File: src/rtl/id_exe_stage_reg.sv
// ID->EXE pipeline register with integrated hazard detection.
// Captures the decoded ID instruction for the EXE stage. It inserts bubbles on
// load-use hazards, and on every RAW hazard when forwarding is disabled. It
// holds all state during a memory stall and squashes the ID slot when a branch
// is taken.
module id_exe_stage_reg #(
    parameter int DATA_W = 32,
    parameter int REG_W  = 4,
    parameter int CNT_W  = 16
) (
    input  logic              clk,
    input  logic              rst,
    input  logic              freeze,
    input  logic              flush,
    input  logic              forward_EN,
    input  logic              id_valid,
    input  logic [REG_W-1:0]  id_src1,
    input  logic [REG_W-1:0]  id_src2,
    input  logic              id_two_src,
    input  logic [REG_W-1:0]  id_dest,
    input  logic [8:0]        id_ctrl,
    input  logic [DATA_W-1:0] id_pc,
    input  logic [DATA_W-1:0] id_val_rn,
    input  logic [DATA_W-1:0] id_val_rm,
    input  logic [36:0]       id_imm_fields,
    input  logic              mem_wb_en,
    input  logic [REG_W-1:0]  mem_dest,
    output logic              hazard,
    output logic              exe_valid,
    output logic [REG_W-1:0]  exe_src1,
    output logic [REG_W-1:0]  exe_src2,
    output logic [REG_W-1:0]  exe_dest,
    output logic [8:0]        exe_ctrl,
    output logic [DATA_W-1:0] exe_pc,
    output logic [DATA_W-1:0] exe_val_rn,
    output logic [DATA_W-1:0] exe_val_rm,
    output logic [36:0]       exe_imm_fields,
    output logic [CNT_W-1:0]  stall_count
);

    // Control word layout: {wb_en, mem_r_en, mem_w_en, b, s, exe_cmd[3:0]}
    localparam int CTRL_WB_EN    = 8;
    localparam int CTRL_MEM_R_EN = 7;

    localparam logic [CNT_W-1:0] CNT_MAX = '1;

    // Registered EXE slot
    logic              valid_q,   valid_d;
    logic [REG_W-1:0]  src1_q,    src1_d;
    logic [REG_W-1:0]  src2_q,    src2_d;
    logic [REG_W-1:0]  dest_q,    dest_d;
    logic [8:0]        ctrl_q,    ctrl_d;
    logic [DATA_W-1:0] pc_q,      pc_d;
    logic [DATA_W-1:0] val_rn_q,  val_rn_d;
    logic [DATA_W-1:0] val_rm_q,  val_rm_d;
    logic [36:0]       imm_q,     imm_d;
    logic [CNT_W-1:0]  stall_q,   stall_d;

    logic match_src1;
    logic match_src2;
    logic bubble;

    // A source conflicts with the instruction in EXE when that instruction
    // writes back and its result is not yet forwardable: always for loads,
    // and for any writer when forwarding is off. Without forwarding, a pending
    // write-back in MEM also conflicts. Indices compare over the full width,
    // so R15 behaves like any other register.
    function automatic logic src_match(
        input logic [REG_W-1:0] s,
        input logic             fwd_en,
        input logic             ex_valid,
        input logic [REG_W-1:0] ex_dest,
        input logic [8:0]       ex_ctrl,
        input logic             mm_wb_en,
        input logic [REG_W-1:0] mm_dest
    );
        logic exe_hit;
        logic mem_hit;
        exe_hit = (s == ex_dest) && ex_valid && ex_ctrl[CTRL_WB_EN] &&
                  (ex_ctrl[CTRL_MEM_R_EN] || !fwd_en);
        mem_hit = !fwd_en && mm_wb_en && (s == mm_dest);
        return exe_hit || mem_hit;
    endfunction

    // Counter increment that sticks at all-ones instead of wrapping
    function automatic logic [CNT_W-1:0] sat_inc(input logic [CNT_W-1:0] c);
        return (c == CNT_MAX) ? c : c + 1'b1;
    endfunction

    // Hazard detection against the EXE and MEM destinations; independent of freeze
    always_comb begin
        match_src1 = src_match(id_src1, forward_EN, valid_q, dest_q, ctrl_q,
                               mem_wb_en, mem_dest);
        match_src2 = src_match(id_src2, forward_EN, valid_q, dest_q, ctrl_q,
                               mem_wb_en, mem_dest);
        hazard     = id_valid && (match_src1 || (id_two_src && match_src2));
        bubble     = flush || hazard;
    end

    // Next-state selection with priority freeze > flush > hazard > load
    always_comb begin
        valid_d  = valid_q;
        src1_d   = src1_q;
        src2_d   = src2_q;
        dest_d   = dest_q;
        ctrl_d   = ctrl_q;
        pc_d     = pc_q;
        val_rn_d = val_rn_q;
        val_rm_d = val_rm_q;
        imm_d    = imm_q;
        stall_d  = stall_q;

        if (!freeze) begin
            if (bubble) begin
                valid_d  = 1'b0;
                src1_d   = '0;
                src2_d   = '0;
                dest_d   = '0;
                ctrl_d   = '0;
                pc_d     = '0;
                val_rn_d = '0;
                val_rm_d = '0;
                imm_d    = '0;
            end else begin
                valid_d  = id_valid;
                src1_d   = id_src1;
                src2_d   = id_src2;
                dest_d   = id_dest;
                ctrl_d   = id_valid ? id_ctrl : 9'd0;
                pc_d     = id_pc;
                val_rn_d = id_val_rn;
                val_rm_d = id_val_rm;
                imm_d    = id_imm_fields;
            end

            // A flushed instruction is squashed, so its stall is not counted
            if (hazard && !flush) begin
                stall_d = sat_inc(stall_q);
            end
        end
    end

    // EXE slot and stall counter registers, cleared asynchronously
    always_ff @(posedge clk or negedge rst) begin
        if (!rst) begin
            valid_q  <= 1'b0;
            src1_q   <= '0;
            src2_q   <= '0;
            dest_q   <= '0;
            ctrl_q   <= '0;
            pc_q     <= '0;
            val_rn_q <= '0;
            val_rm_q <= '0;
            imm_q    <= '0;
            stall_q  <= '0;
        end else begin
            valid_q  <= valid_d;
            src1_q   <= src1_d;
            src2_q   <= src2_d;
            dest_q   <= dest_d;
            ctrl_q   <= ctrl_d;
            pc_q     <= pc_d;
            val_rn_q <= val_rn_d;
            val_rm_q <= val_rm_d;
            imm_q    <= imm_d;
            stall_q  <= stall_d;
        end
    end

    assign exe_valid      = valid_q;
    assign exe_src1       = src1_q;
    assign exe_src2       = src2_q;
    assign exe_dest       = dest_q;
    assign exe_ctrl       = ctrl_q;
    assign exe_pc         = pc_q;
    assign exe_val_rn     = val_rn_q;
    assign exe_val_rm     = val_rm_q;
    assign exe_imm_fields = imm_q;
    assign stall_count    = stall_q;

endmodule
File: config.mk
export PLATFORM = sky130hd
export DESIGN_NAME = id_exe_stage_reg
export DESIGN_NICKNAME = d
export VERILOG_FILES = /design/src/rtl/id_exe_stage_reg.sv
export SDC_FILE = /design/constraint.sdc
export NUM_CORES = 1
export LEC_CHECK = 0
export BUFFER_PORTS_ARGS = -buffer_cell sky130_fd_sc_hd__buf_2
export CAP_MARGIN = 20
export CORE_AREA = 4 4 128 130
export DETAILED_ROUTE_END_ITERATION = 16
export DIE_AREA = 0 0 132 134
export PLACE_DENSITY = 0.76
export REMOVE_ABC_BUFFERS = 1
export SYNTH_ARGS = -nofsm -noshare
export SYNTH_HDL_FRONTEND = slang
export SYNTH_SLANG_ARGS = --single-unit
File: constraint.sdc
create_clock -name clk -period 5.15 [get_ports clk]
set_input_delay 0.515 -clock clk [delete_from_list [all_inputs] [get_ports clk]]
set_output_delay 0.515 -clock clk [all_outputs]
set_load 0.1 [all_outputs]
## Yosys cells after proc, flatten, opt, wreduce, memory -nomap -nowiden

Cells that the tools add are included.

- Output and inout port bits: 172
- Input bits: 166
- Flip-flop bits (word level): 171

- Bitwise gates (word level): 2
- Equality and inequality tests: 5
- Add/sub/neg operators: 1
- Muxes and demuxes: 10
- Reduce and logical (&&, ||, !) cells: 20

Operators by type and width:

| cell | number |
|---|---|
| two-way mux 32 bit | 3 |
| two-way mux 37 bit | 1 |
| two-way mux 9 bit | 2 |
| adder 16 x 1 -> 16 bit, second input constant | 1 |
| == test 16 bit, second input constant | 1 |
| == test 4 bit | 4 |
| logical AND 1 bit | 12 |
| two-way mux 4 bit | 3 |
| logical OR 1 bit | 5 |
| AND reduction 3 bit | 1 |
| logical NOT 1 bit | 2 |
| NOT 1 bit | 2 |
| two-way mux 1 bit | 1 |

## Longest topological paths before layout

Gate-level depths: netlist of the first run.

- Word-level depth: 10
- Depth in mapped cells: 10

## Worst setup path before layout of the first run

Ideal clock, no wire load.

- Kind: reg-to-output
- Start: register valid_q, in the netlist exe_valid
- End: output hazard
- Data required time: 4.635 ns
- Cell stages (with the launch flop): 8
- Arrival time: 3.249 ns
- Slack: 1.386 ns
- Cells stage by stage: dfrtp_1 nand2_1 nor4_1 nand3_1 and4_1 buf_2 clkbuf_1 nor2_1

- Cells in the longest elaborated chain, start to end: 7
- Elaborated cells on any way between the ends: 11
- Those cells by class: 11 x reduce/logical

RTL lines:

| item | line | source |
|---|---|---|
| start: declaration | 48 | `logic valid_q, valid_d;` |
| start signal: assignment | 157 | `valid_q <= valid_d;` |
| logical AND 1 bit (3 in series) | 79 | `exe_hit = (s == ex_dest) && ex_valid && ex_ctrl[CTRL_WB_EN] &&` |
| logical OR 1 bit | 82 | `return exe_hit \|\| mem_hit;` |
| logical AND 1 bit | 96 | `hazard = id_valid && (match_src1 \|\| (id_two_src && match_src2));` |
| logical OR 1 bit * | 96 |  |
| logical AND 1 bit * | 96 |  |
| end: declaration | 28 | `output logic hazard,` |

Every way passes the cells marked *; elsewhere a longest branch is shown, timed or not.

## Worst setup path after layout of the first run

- Start: register dest_q[3], in the netlist exe_dest[3]
- End: output hazard

- Cells in the longest elaborated chain, start to end: 8
- Elaborated cells on any way between the ends: 13
- Those cells by class: 2 x eq/ne; 11 x reduce/logical

RTL lines:

| item | line | source |
|---|---|---|
| start: declaration | 51 | `logic [REG_W-1:0] dest_q, dest_d;` |
| start signal: assignment | 160 | `dest_q <= dest_d;` |
| == test 4 bit | 79 |  |
| logical AND 1 bit (3 in series) | 79 |  |
| logical OR 1 bit | 82 |  |
| logical AND 1 bit | 96 |  |
| logical OR 1 bit * | 96 |  |
| logical AND 1 bit * | 96 |  |

Marks and branches as above.

==> metrics.txt, run 1 <==
capturing element type of the critical path output port; pin count of the biggest net entering global routing 90; Post-CTS Hold Fix Bufs 0; gr usage total 0.200; number of warnings printed during yosys synthesis 0; number of DRC markers after the initial detailed-route iteration 248; die area 17700 um2; routability cong. 0.921; DRC violations left 0; highest-count cells in the layout ignoring fill and taps 335 x sky130_fd_sc_hd__buf_2, 171 x sky130_fd_sc_hd__dfrtp_1, 154 x sky130_fd_sc_hd__a22o_1; I/O Buffers 337; number of clock sinks seen by CTS 171; Post-Route Hold Slack 146 ps; transition time at the pin with the least slew margin 887 ps; outcome finished, final reports clean; chip width 132 um; vias in the first global route 5081; Bufs and invs on worst path 1; Setup Buffers After CTS 0; detailed-router iteration count before antenna repair 4; placed cell area 8210 um2; core area 15100 um2; Worst Skew 11.5 ps; fraction of layout cells with a size suffix above 1 0.477; CTS clock-pin slew for the worst setup and hold paths 70 ps; Pwr Density 441 nW/um2; global-route congestion overflow total 0; Layout Area Growth over Synthesis 37.4%; maximum clock insertion buffer count 2; cell-by-cell listing of the critical path xor2_1 -> nor4_1 -> nand3_1 -> and4_1 -> nor2_1 -> buf_2; Power Total 3.89 mW; number of distinct library cells after synthesis 24; maximum level of the CTS H-tree 4; aggregate negative setup slack 0 ps; final worst-path cycle share 0.569; data arrival time of the critical path 2420 ps; Worst Setup Start Kind flop; part of the Yosys area used for sequential elements 0.667; register bit count reported by yosys 171; number of antenna violations at the first check in global routing 0; number of cells upsized or downsized after cts 0; setup violation total in the final timing report 0; die height 134 um; leading cell type in the layout, fill and taps excluded sky130_fd_sc_hd__buf_2; time the final worst path needs with I/O delays and setup 2930 ps; number of nets in the layout 944; post-synthesis instance area 6420 um2; highest net fanout along the worst path 18; global-route wire length before repair 28.1 mm; Max Fclk 0.341 GHz; setup slack, reg-to-reg 2240 ps; area of all placed cells without fillers 8820 um2; routed wire length 18.1 mm; TritonCTS clock tree yes; Worst slew margin 0.409; Starting Density 0.424; Critical-path top delay cell sky130_fd_sc_hd__dfrtp_1; clk root buf sky130_fd_sc_hd__clkbuf_16; total I/O pin count 338; row count 45; number of nets still failing antenna checks after routing 0; unrepaired setup endpoints after global routing false; routed wirelength normalized by instance count 18.5 um; CP max stage delay 450 ps; Max Slew Vio Count 0; Skew-Pair Late Insertion Delay 420 ps; number of hold violations in the final report 0; antenna cell count 0; total of max-cap violations 0; cell family with most CP delay simple AND/OR/NAND/NOR gates; synthesized area per cell 14.2 um2; core occupancy in the finished layout 0.582; largest voltage drop on the vdd net 234 uV; required time at the endpoint of the critical path 4640 ps; total vias in the final route 5121; synthesized instance count 452; type of the most critical hold path in -> async; leak pwr 4.92 nW; CTS Buf Count 17; final HPWL from detailed placement 13.1 mm; post-detailed-route via-to-cell ratio 5.24; crit path kind reg -> out
## cell type report
class | instances | area, um2
fillers | 1232 | 6330
flip-flops and latches | 171 | 4280
multi-input cells | 242 | 1950
repair buffers | 343 | 1740
clock buffers | 19 | 453
well taps | 188 | 235
clock inverters | 13 | 158
inverters | 2 | 7.51
## state kept, by name, indices dropped and copies added (netlist names)
name,cells
exe_ctrl,9
exe_val_rn,32
exe_src2,4
exe_src1,4
exe_pc,32
stall_count,16
exe_dest,4
exe_imm_fields,37
exe_val_rm,32
exe_valid,1
## Yosys cell counts
master                     number  area share
sky130_fd_sc_hd__nand4_1        4      0.0039
sky130_fd_sc_hd__nor2b_1        2      0.0019
sky130_fd_sc_hd__and3_1         1     0.00098
sky130_fd_sc_hd__nor3_1        13       0.010
sky130_fd_sc_hd__xnor2_1        6      0.0082
sky130_fd_sc_hd__nand2_1        8      0.0047
sky130_fd_sc_hd__nor4_1         4      0.0039
sky130_fd_sc_hd__nand3_1        9      0.0070
sky130_fd_sc_hd__and4_1         3      0.0041
sky130_fd_sc_hd__ha_1           1      0.0019
sky130_fd_sc_hd__mux2_2         1      0.0018
sky130_fd_sc_hd__a21o_1         1      0.0012
sky130_fd_sc_hd__buf_6          7       0.012
sky130_fd_sc_hd__dfrtp_1      171        0.67
sky130_fd_sc_hd__buf_2          2      0.0016
sky130_fd_sc_hd__nor2_1         6      0.0035
sky130_fd_sc_hd__inv_1          2      0.0012
sky130_fd_sc_hd__nor3b_1        1      0.0012
sky130_fd_sc_hd__nor4b_1        1      0.0014
sky130_fd_sc_hd__clkbuf_1      28       0.016
sky130_fd_sc_hd__xor2_1        25       0.034
sky130_fd_sc_hd__and2_1         1     0.00098
sky130_fd_sc_hd__a22o_1       154        0.21
sky130_fd_sc_hd__o21a_1         1      0.0012
## worst paths after layout
kind / startpoint / end / cells after the start
setup / recovery: exe_dest[3] / hazard / 6
hold / removal: rst / stall_count[9] / 1
setup reg to reg: exe_dest[0] / exe_pc[28] / 7
hold reg to reg: stall_count[14] / stall_count[14] / 1
max in group asynchronous: rst / exe_imm_fields[26] / 2
min in group clk: id_imm_fields[4] / exe_imm_fields[4] / 2
## cell families (layout without fill, tap and decap cells)
family          Yosys count  count (layout)  synth area share
simple gates             53              53            0.0437
mux                       1               1           0.00175
fa+ha+maj                 1               1           0.00195
flops                   171             171             0.667
compound gates          156             156             0.212
xor+xnor                 31              31            0.0423
buf+inv                  39             377            0.0314
## layer usage
metal | up-vias | GRT usage | part of all wire
li1 | 2373 | - | -
met1 | 2485 | 0.256 | 0.41
met2 | 241 | 0.328 | 0.49
met3 | 22 | 0.0600 | 0.078
met4 | 0 | 0.0677 | 0.017
met5 | - | 0 | 0
## power by group
| group | internal (mW) | switching (mW) | total [mW] |
|---|---|---|---|
| Sequential | 1.44 | 0.0579 | 1.50 |
| Clock | 0.752 | 0.549 | 1.30 |
| Combinational | 0.194 | 0.899 | 1.09 |
## worst reg2reg max path, cell delays in order (launching register included)
cell and delay [ps]:
sky130_fd_sc_hd__dfrtp_1 440, sky130_fd_sc_hd__xor2_1 240, sky130_fd_sc_hd__nor4_1 70, sky130_fd_sc_hd__nand3_1 70, sky130_fd_sc_hd__and4_1 600, sky130_fd_sc_hd__o21a_4 610, sky130_fd_sc_hd__buf_4 560, sky130_fd_sc_hd__a22o_1 240
## stage by stage
step / worst slack (ps) / cells
global route: 2050 / 978
detailed placement: 2090 / 946
finish: 2220 / 978
CTS: 2230 / 978
floorplan: 507 / 415
global placement: 2090 / 946
Note: power is estimated with default switching activity, not from simulation.
==> run 2, diff against run 1 <==
--- a/config.mk
+++ b/config.mk
@@ -7,10 +7,10 @@
 export LEC_CHECK = 0
 export BUFFER_PORTS_ARGS = -buffer_cell sky130_fd_sc_hd__buf_2
 export CAP_MARGIN = 20
-export CORE_AREA = 4 4 128 130
+export CORE_AREA = 4 4 129 131
 export DETAILED_ROUTE_END_ITERATION = 16
-export DIE_AREA = 0 0 132 134
-export PLACE_DENSITY = 0.76
+export DIE_AREA = 0 0 133 135
+export PLACE_DENSITY = 0.74
 export REMOVE_ABC_BUFFERS = 1
 export SYNTH_ARGS = -nofsm -noshare
 export SYNTH_HDL_FRONTEND = slang
==> constraint.sdc (replaced) <==
create_clock -name clk -period 2.9 [get_ports clk]
set_input_delay 0.29 -clock clk [delete_from_list [all_inputs] [get_ports clk]]
set_output_delay 0.29 -clock clk [all_outputs]
set_load 0.1 [all_outputs]
==> run 2 against run 1 <==
Clock-buffer cell count decreased by 1. Final cell count increased by 3.2%. Via count about the same. Setup slack got worse by 1900 ps. Non-clock buffer count increased by 2. Total power increased by 73%. Sequential power increased by 77%. Combinational power increased by 79%. First-iteration DRC count decreased by 1.6%.
==> metrics.txt, run 2 (synthesis gave the netlist of run 1 again) <==
outcome finished, final reports clean; data arrival time of the critical path 2340 ps; Skew-Pair Late Insertion Delay 420 ps; number of cells traversed by the worst hold path 2; core area 15600 um2; vias in the first global route 5213; number of clock sinks seen by CTS 171; CTS clock-pin slew for the worst setup and hold paths 70 ps; maximum level of the CTS H-tree 4; I/O Buffers 337; end of the worst register-to-register path stall_count[1]; required time at the endpoint of the critical path 2610 ps; leading cell type in the layout, fill and taps excluded sky130_fd_sc_hd__buf_2; row count 46; total I/O pin count 338; unrepaired setup endpoints after global routing false; fraction of layout cells with a size suffix above 1 0.477; Max Slew Vio Count 0; WHS Endpoint exe_ctrl[4]; number of nets in the layout 946; Post-Route Hold Slack 84.5 ps; total of max-cap violations 0; routability cong. 0.826; area of all placed cells without fillers 8860 um2; final HPWL from detailed placement 13.3 mm; Worst Setup Slack post-DPL 598 ps; type of the most critical hold path in -> reg; largest voltage drop on the vdd net 404 uV; detailed-router iteration count before antenna repair 4; origin of the critical flop-to-flop path stall_count[0]; pin count of the biggest net entering global routing 156; die height 135 um; highest net fanout along the worst path 17; Layout Area Growth over Synthesis 38.0%; number of antenna violations at the first check in global routing 3; chip width 133 um; number of nets still failing antenna checks after routing 0; Starting Density 0.412; Worst Skew 11.7 ps; depth of the worst register-to-register path 7; setup slack, reg-to-reg 560 ps; Worst slew margin 0.542; Worst Setup Start Kind flop; max FFs per register 37; Cell Count, Final, Fillers Out 1009; clk root buf sky130_fd_sc_hd__clkbuf_16; leak pwr 4.92 nW; crit path kind reg -> out; worst hold start id_ctrl[4]; routed wire length 18.4 mm; Setup Buffers After CTS 0; Power Total 6.72 mW; time the final worst path needs with I/O delays and setup 2630 ps; post-detailed-route via-to-cell ratio 5.07; DRC violations left 0; Pwr Density 759 nW/um2; routed wirelength normalized by instance count 18.3 um; Max Fclk 0.380 GHz; global-route wire length before repair 28.4 mm; total vias in the final route 5120; die area 18000 um2; transition time at the pin with the least slew margin 687 ps; CTS Buf Count 17; number of DRC markers after the initial detailed-route iteration 244; capturing element type of the critical path output port; number of hold violations in the final report 0; TritonCTS clock tree yes; maximum clock insertion buffer count 2; placed cells 975; final worst-path cycle share 0.906; global-route congestion overflow total 0; placed cell area 8300 um2; setup ws final 271 ps; highest-count cells in the layout ignoring fill and taps 335 x sky130_fd_sc_hd__buf_2, 171 x sky130_fd_sc_hd__dfrtp_1, 154 x sky130_fd_sc_hd__a22o_1; gr usage total 0.200; setup violation total in the final timing report 0
-- run 2: worst max-delay path, stage by stage (launching register included) --
cell                      delay [ps]
sky130_fd_sc_hd__dfrtp_1         420
sky130_fd_sc_hd__xor2_1          160
sky130_fd_sc_hd__nor4_1          270
sky130_fd_sc_hd__nand3_1         110
sky130_fd_sc_hd__and4_1          230
sky130_fd_sc_hd__buf_4           200
sky130_fd_sc_hd__nor2_1          100
sky130_fd_sc_hd__buf_2           430
-- run 2: power breakdown --
group	switching (mW)	internal (mW)	total, mW
Combinational	1.60	0.353	1.95
Sequential	0.0993	2.56	2.66
Clock	0.978	1.14	2.11
Total	2.68	4.04	6.72
-- run 2: area by class of cell --
| class | count | area, um2 |
|---|---|---|
| fill | 1396 | 6740 |
| sequential | 171 | 4280 |
| multi-input combinational | 242 | 1950 |
| timing repair buffer | 345 | 1810 |
| clock buffer | 18 | 439 |
| tap | 216 | 270 |
| clock inverter | 14 | 109 |
| inverter | 2 | 7.51 |
| antenna | 1 | 2.50 |
-- run 2: through the flow --
step / TNS [ps] / utilization
after global routing: 0 / 0.568
after global placement: 0 / 0.532
final: 0 / 0.568
after detailed placement: 0 / 0.532
after floorplan: -251420 / -
after CTS: 0 / 0.568
-- run 2: layer usage --
metal  vias up  GRT usage  routed length [um]
met3        30     0.0566                1330
met1      2482      0.256                7640
met5         -          0                  38
met4         4     0.0745                 395
li1       2375          -                   -
met2       229      0.326                9030
-- run 2: worst max path at each step --
| stage | start | endpoint | cells after the start |
|---|---|---|---|
| floorplan | exe_dest[3] | exe_dest[3] | 6 |
| global placement | stall_count[0] | stall_count[1] | 7 |
| detailed placement | stall_count[0] | stall_count[1] | 7 |
| CTS | exe_dest[3] | hazard | 7 |
| global route | exe_dest[3] | hazard | 7 |
| finish | exe_dest[3] | hazard | 7 |
-- run 2: what timing repair did --
action	CTS	global route
endpoints found under the setup margin	0	0
gates resized for setup	0	0
endpoints found under the hold margin	60	0
hold buffers	1	0
